File: config.mk
export PLATFORM = sky130hd
export DESIGN_NAME = reg_bus_hub
export DESIGN_NICKNAME = d
export VERILOG_FILES = /design/src/rtl/reg_bus_hub.sv
export SDC_FILE = /design/constraint.sdc
export NUM_CORES = 1
export LEC_CHECK = 0
export CORE_AREA = 2 2 65 67
export CTS_CLUSTER_DIAMETER = 40
export DETAILED_ROUTE_END_ITERATION = 8
export DIE_AREA = 0 0 67 69
export DONT_BUFFER_PORTS = 1
export PLACE_DENSITY = 0.62
export SLEW_MARGIN = 10
export SYNTH_ARGS = -nofsm -noshare
export SYNTH_HDL_FRONTEND = slang
export SYNTH_SLANG_ARGS = --single-unit
File: constraint.sdc
create_clock -name clk -period 1.4 [get_ports clk]
set_input_delay 0.21 -clock clk [delete_from_list [all_inputs] [get_ports clk]]
set_output_delay 0.21 -clock clk [all_outputs]
set_load 0.01 [all_outputs]
File: src/rtl/reg_bus_hub.sv
// Register-bus hub: latches a one-hot slave owner per transaction and muxes read data / hyplen.
// Optional hub status register and counters are enabled with REG_HUB_STATUS_EN.
module reg_bus_hub #(
    parameter int unsigned       NUM_SLAVES   = 4,
    parameter int unsigned       ADDR_W       = 6,
    parameter int unsigned       DATA_W       = 8,
    parameter int unsigned       LEN_W        = 16,
    parameter logic [DATA_W-1:0] DEFAULT_DATA = '0,
    parameter logic [ADDR_W-1:0] STATUS_ADDR  = ADDR_W'(6'h3F)
) (
    input  logic                         clk,
    input  logic                         reset_i,
    input  logic [ADDR_W-1:0]            reg_address_i,
    input  logic [ADDR_W-1:0]            reg_hypaddress_i,
    input  logic [LEN_W-1:0]             reg_bytecnt_i,
    input  logic                         reg_addrvalid_i,
    input  logic                         reg_read_i,
    input  logic                         reg_write_i,
    input  logic [DATA_W-1:0]            reg_datai_i,
    input  logic [NUM_SLAVES*DATA_W-1:0] slv_datao_i,
    input  logic [NUM_SLAVES*LEN_W-1:0]  slv_hyplen_i,
    output logic [NUM_SLAVES-1:0]        slv_sel_o,
    output logic [DATA_W-1:0]            reg_datao_o,
    output logic [LEN_W-1:0]             reg_hyplen_o,
    output logic                         collision_o
);

    typedef enum logic [0:0] {StIdle, StActive} state_e;

    state_e                state_q;
    logic [NUM_SLAVES-1:0] claim;
    logic [NUM_SLAVES-1:0] first_claim;
    logic [NUM_SLAVES-1:0] owner_q;
    logic                  multi_claim;
    logic [LEN_W-1:0]      first_hyplen;
    logic [DATA_W-1:0]     owner_data;
    logic                  unclaimed_q;
    logic                  status_q;
    logic                  collision_q;
    logic [DATA_W-1:0]     datao_q;
    logic [DATA_W-1:0]     datao_d;
    logic [LEN_W-1:0]      hyplen_q;
    logic [LEN_W-1:0]      hyplen_d;
    logic                  hub_hit;
    logic [DATA_W-1:0]     status_data;
    logic                  unused_inputs;

    // Descending scan so the lowest-index claimant wins.
    always_comb begin
        claim        = '0;
        first_claim  = '0;
        first_hyplen = '0;
        owner_data   = '0;
        for (int i = int'(NUM_SLAVES) - 1; i >= 0; i--) begin
            claim[i] = |slv_hyplen_i[i*LEN_W +: LEN_W];
            if (claim[i]) begin
                first_claim    = '0;
                first_claim[i] = 1'b1;
                first_hyplen   = slv_hyplen_i[i*LEN_W +: LEN_W];
            end
            if (owner_q[i]) begin
                owner_data = slv_datao_i[i*DATA_W +: DATA_W];
            end
        end
    end

    assign multi_claim = |(claim & (claim - NUM_SLAVES'(1)));

`ifdef REG_HUB_STATUS_EN
    logic       status_wr;
    logic [7:0] coll_cnt_q;
    logic [7:0] uncl_cnt_q;

    assign hub_hit   = (reg_hypaddress_i == STATUS_ADDR);
    assign status_wr = reg_addrvalid_i && reg_write_i && (reg_address_i == STATUS_ADDR);

    always_comb begin
        status_data = '0;
        if (reg_bytecnt_i == LEN_W'(0)) begin
            status_data = DATA_W'(coll_cnt_q);
        end else if (reg_bytecnt_i == LEN_W'(1)) begin
            status_data = DATA_W'(uncl_cnt_q);
        end else if (reg_bytecnt_i == LEN_W'(2)) begin
            status_data = DATA_W'(collision_q);
        end
    end
`else
    assign hub_hit     = 1'b0;
    assign status_data = '0;
`endif

    assign unused_inputs = ^{reg_datai_i, reg_read_i, reg_address_i, reg_bytecnt_i, STATUS_ADDR};

    assign hyplen_d = hub_hit ? LEN_W'(3) : first_hyplen;

    // Gating with addrvalid keeps the previous owner's data off the bus after a fall.
    always_comb begin
        datao_d = '0;
        if (state_q == StActive && reg_addrvalid_i) begin
            if (status_q) begin
                datao_d = status_data;
            end else if (unclaimed_q) begin
                datao_d = DEFAULT_DATA;
            end else begin
                datao_d = owner_data;
            end
        end
    end

    always_ff @(posedge clk or posedge reset_i) begin
        if (reset_i) begin
            state_q     <= StIdle;
            owner_q     <= '0;
            unclaimed_q <= 1'b0;
            status_q    <= 1'b0;
            collision_q <= 1'b0;
            datao_q     <= '0;
            hyplen_q    <= '0;
`ifdef REG_HUB_STATUS_EN
            coll_cnt_q  <= '0;
            uncl_cnt_q  <= '0;
`endif
        end else begin
            hyplen_q <= hyplen_d;
            datao_q  <= datao_d;
            unique case (state_q)
                StIdle: begin
                    if (reg_addrvalid_i) begin
                        state_q <= StActive;
                        if (hub_hit) begin
                            owner_q     <= '0;
                            unclaimed_q <= 1'b0;
                            status_q    <= 1'b1;
                        end else begin
                            owner_q     <= first_claim;
                            unclaimed_q <= (claim == '0);
                            status_q    <= 1'b0;
                            if (multi_claim) begin
                                collision_q <= 1'b1;
                            end
`ifdef REG_HUB_STATUS_EN
                            if (multi_claim && coll_cnt_q != 8'hFF) begin
                                coll_cnt_q <= coll_cnt_q + 8'd1;
                            end
                            if (claim == '0 && uncl_cnt_q != 8'hFF) begin
                                uncl_cnt_q <= uncl_cnt_q + 8'd1;
                            end
`endif
                        end
                    end
                end
                StActive: begin
                    if (!reg_addrvalid_i) begin
                        state_q     <= StIdle;
                        owner_q     <= '0;
                        unclaimed_q <= 1'b0;
                        status_q    <= 1'b0;
                    end
                end
                default: state_q <= StIdle;
            endcase
`ifdef REG_HUB_STATUS_EN
            if (status_wr) begin
                coll_cnt_q  <= '0;
                uncl_cnt_q  <= '0;
                collision_q <= 1'b0;
            end
`endif
        end
    end

    assign slv_sel_o    = owner_q;
    assign reg_datao_o  = datao_q;
    assign reg_hyplen_o = hyplen_q;
    assign collision_o  = collision_q;

endmodule

==> impl_metrics.yaml <==
worst_setup_path:
  r2r_start: "slv_sel_o[2]"
  worstReg2RegEnd: "reg_datao_o[6]"
  critPathArrivalTime_ns: 1.51
  path_max_fanout: 9
  cp-end-kind: "register"
  worst_ep_required_time_ns: 1.56
  critPathKind: "primary input to register"
  worstSetupStartpoint: "slv_hyplen_i[56]"
  r2r_cells: 5
  regToRegSetupSlack_ns: 0.08
  start_kind: "primary input"
drt:
  viasPerCell: 6.76
  drt_pre_antenna_iters: 4
  vias: 1575
  ant_nets: 0
  drt_iter0_markers: 39
  routedWlPerCell_um: 23.6
  wl_um: 5500
  drc: 0
sta:
  period_minus_slack_ns: 1.35
  maxSlewHeadroom_pct: 58.6
  setup_viol: 0
  slew_viol_final: 0
  hold_viol_final: 0
  post-route-period-util_pct: 96.5
  fin_hold_ws_ns: 0.0246
  setup_ws_ns: 0.0486
  worstMarginPinSlew_ns: 0.621
  fin_skew_ns: 0.00484
  setup_tns_ns: 0
  max_freq_mhz: 740
  rsz0062_at_grt: "yes"
placement:
  hpwl_um: 4460
  place_congestion: 0.727
  io_buffers: 0
  dpl_worst_slack_ns: -0.301
  dpl_cell_area_sq_um: 1970
cts:
  clkSinkCount: 31
  cts_tree: "yes"
  clockBufferDepth: 2
  cts_root_buffer: "clkbuf_8"
  post-cts-setup-buffers: 0
  worstSkewPairLatency_ns: 0.29
  h-tree-depth: 2
  cts_inserted_buffers: 5
  clk_pin_slew_worst_paths_ns: 0.07
grt:
  antenna_found_initial: 0
  grt_pass1_wl_um: 8030
  grt_usage_pct: 23.7
  grt_max_degree: 32
  grt_pass1_vias: 1654
  grt-ovfl-total: 0
pwr:
  ir_drop_mv: 0.427
  p_int_mw: 1.46
  power_switching_uw: 463
  comb_power_share_pct: 8.0
  pwr-share-seq_pct: 51.2
  total_power_mw: 1.93
  leakagePower_nw: 0.868
  p_per_area_nw_per_um2: 914
  clkPwrFrac_pct: 40.8
  swShare_pct: 24.1
synthesis:
  ys_seq_area_share_pct: 44.8
  synth_cell_types: 35
  yosys.area.top_type_share_pct: 44.8
  ys_top_cells_by_area: "dfrtp_1, a31o_2, nor4_1, a221o_1, a221o_2"
  avgSynthCellArea_sq_um: 10.6
  yosysTopAreaCell: "dfrtp_1"
  ys_warn_count: 0
  syn_inst: 164
  syn_nets: 303
  ys_ff_latch: 31
  ys.flop_type: "dfrtp_1"
  async_reset_ff_share_pct: 100
  yosys-top-cells-count: "dfrtp_1, a31o_2, nor4_1"
  syn_area_sq_um: 1730
  synth_enable_flop_cells: 0
  synth.most_common_cell: "dfrtp_1"
worst_hold_path:
  hold_class: "primary input to register"
  min_to: "reg_hyplen_o[2]"
  hold_path_depth: 1
  min_from: "slv_hyplen_i[2]"
floorplan:
  ios: 166
  dieHeight_um: 69
  die_x_um: 67
  coreArea_sq_um: 3910
  rows: 23
  start_util_pct: 44.2
  die_area_sq_um: 4620
finish:
  synthToLayoutAreaGrowth_pct: 21.8
  diodes: 0
  finish.net_count: 321
  drive_gt1_share_pct: 37.2
  stdcell_area_sq_um: 2110
  nFillCells: 361
flow_run:
  cap_violations: 0
outcome:
  outcome: "finished, final reports clean"
-- power by group through the flow --
stage	sequential, mW	clock (mW)	combinational (mW)
3_5_place_dp	1.01	0	0.150
6_report	0.987	0.786	0.153
3_3_place_gp	1.00	0	0.143
4_1_cts	0.988	0.807	0.156
2_1_floorplan	0.980	0	0.127
5_1_grt	0.991	0.858	0.171
-- cell type report --
class                   instances  area (sq um)  area share (%)
inverters                      11          41.3            1.96
repair buffers                 26           216            10.3
clock buffers                   8           100            4.75
flip-flops and latches         31           776            36.8
multi-input cells             107           912            43.3
well taps                      50          62.6            2.97
-- flip-flops by register name (all words and copies together) (netlist names) --
name,cells
reg_datao_o,8
unclaimed_q,1
state_q,1
reg_hyplen_o,16
collision_o,1
slv_sel_o,4
-- critical path, stage by stage --
cell and delay, ns:
nor4_2 0.27, buf_4 0.15, nand4_1 0.09, buf_4 0.19, a31o_2 0.26, a221o_1 0.33
-- routing by layer --
layer / up-vias / global-route usage (%) / part of all wire [%]
li1: 701 / - / -
met1: 758 / 23.6 / 35
met2: 107 / 43.8 / 54
met3: 9 / 7.34 / 9.3
met4: 0 / 9.52 / 1.8
met5: - / 0 / 0
-- worst max path at each step --
stage,end,slack (ns),depth (start not counted)
2_1_floorplan,reg_hyplen_o[10],-0.12,6
3_3_place_gp,reg_hyplen_o[14],-0.30,6
3_5_place_dp,reg_hyplen_o[14],-0.30,6
4_1_cts,reg_hyplen_o[14],0.04,6
5_1_grt,reg_hyplen_o[14],-0.0002,6
6_report,reg_hyplen_o[13],0.05,6
-- per-stage QoR --
step           utilization [%]  cells
3_5_place_dp              50.3    223
6_report                  53.9    233
2_1_floorplan                -    164
3_3_place_gp              50.3    223
5_1_grt                   53.9    233
4_1_cts                   53.6    233
-- repair_timing --
action,in CTS,in global routing
hold buffers,2,0
endpoints found under the setup margin,8,7
resized for setup,2,3
endpoints found under the hold margin,32,0
-- cells by family after synthesis --
group	after synthesis	synth area share, %
simple gates	41	14.0
fa+ha+maj	2	1.45
compound gates	64	32.6
flops	31	44.8
buf+inv	26	7.09
-- cells in the final DEF, fill, tap and decap left out, drive strengths merged, types with 2 or more instances in the layout --
| master | instances |
|---|---|
| nand2 | 11 |
| nor4 | 16 |
| buf | 24 |
| o31ai | 2 |
| a211oi | 2 |
| a21oi | 8 |
| ha | 2 |
| dfrtp | 31 |
| clkbuf | 8 |
| a22o | 2 |
| dlygate4sd3 | 2 |
| o41ai | 2 |
| a221oi | 7 |
| a221o | 16 |
| nor3 | 2 |
| nor2b | 2 |
| nor2 | 2 |
| a211o | 8 |
| nand4 | 4 |
| inv | 11 |
| a31o | 16 |
(Power assumes the default switching activity.)
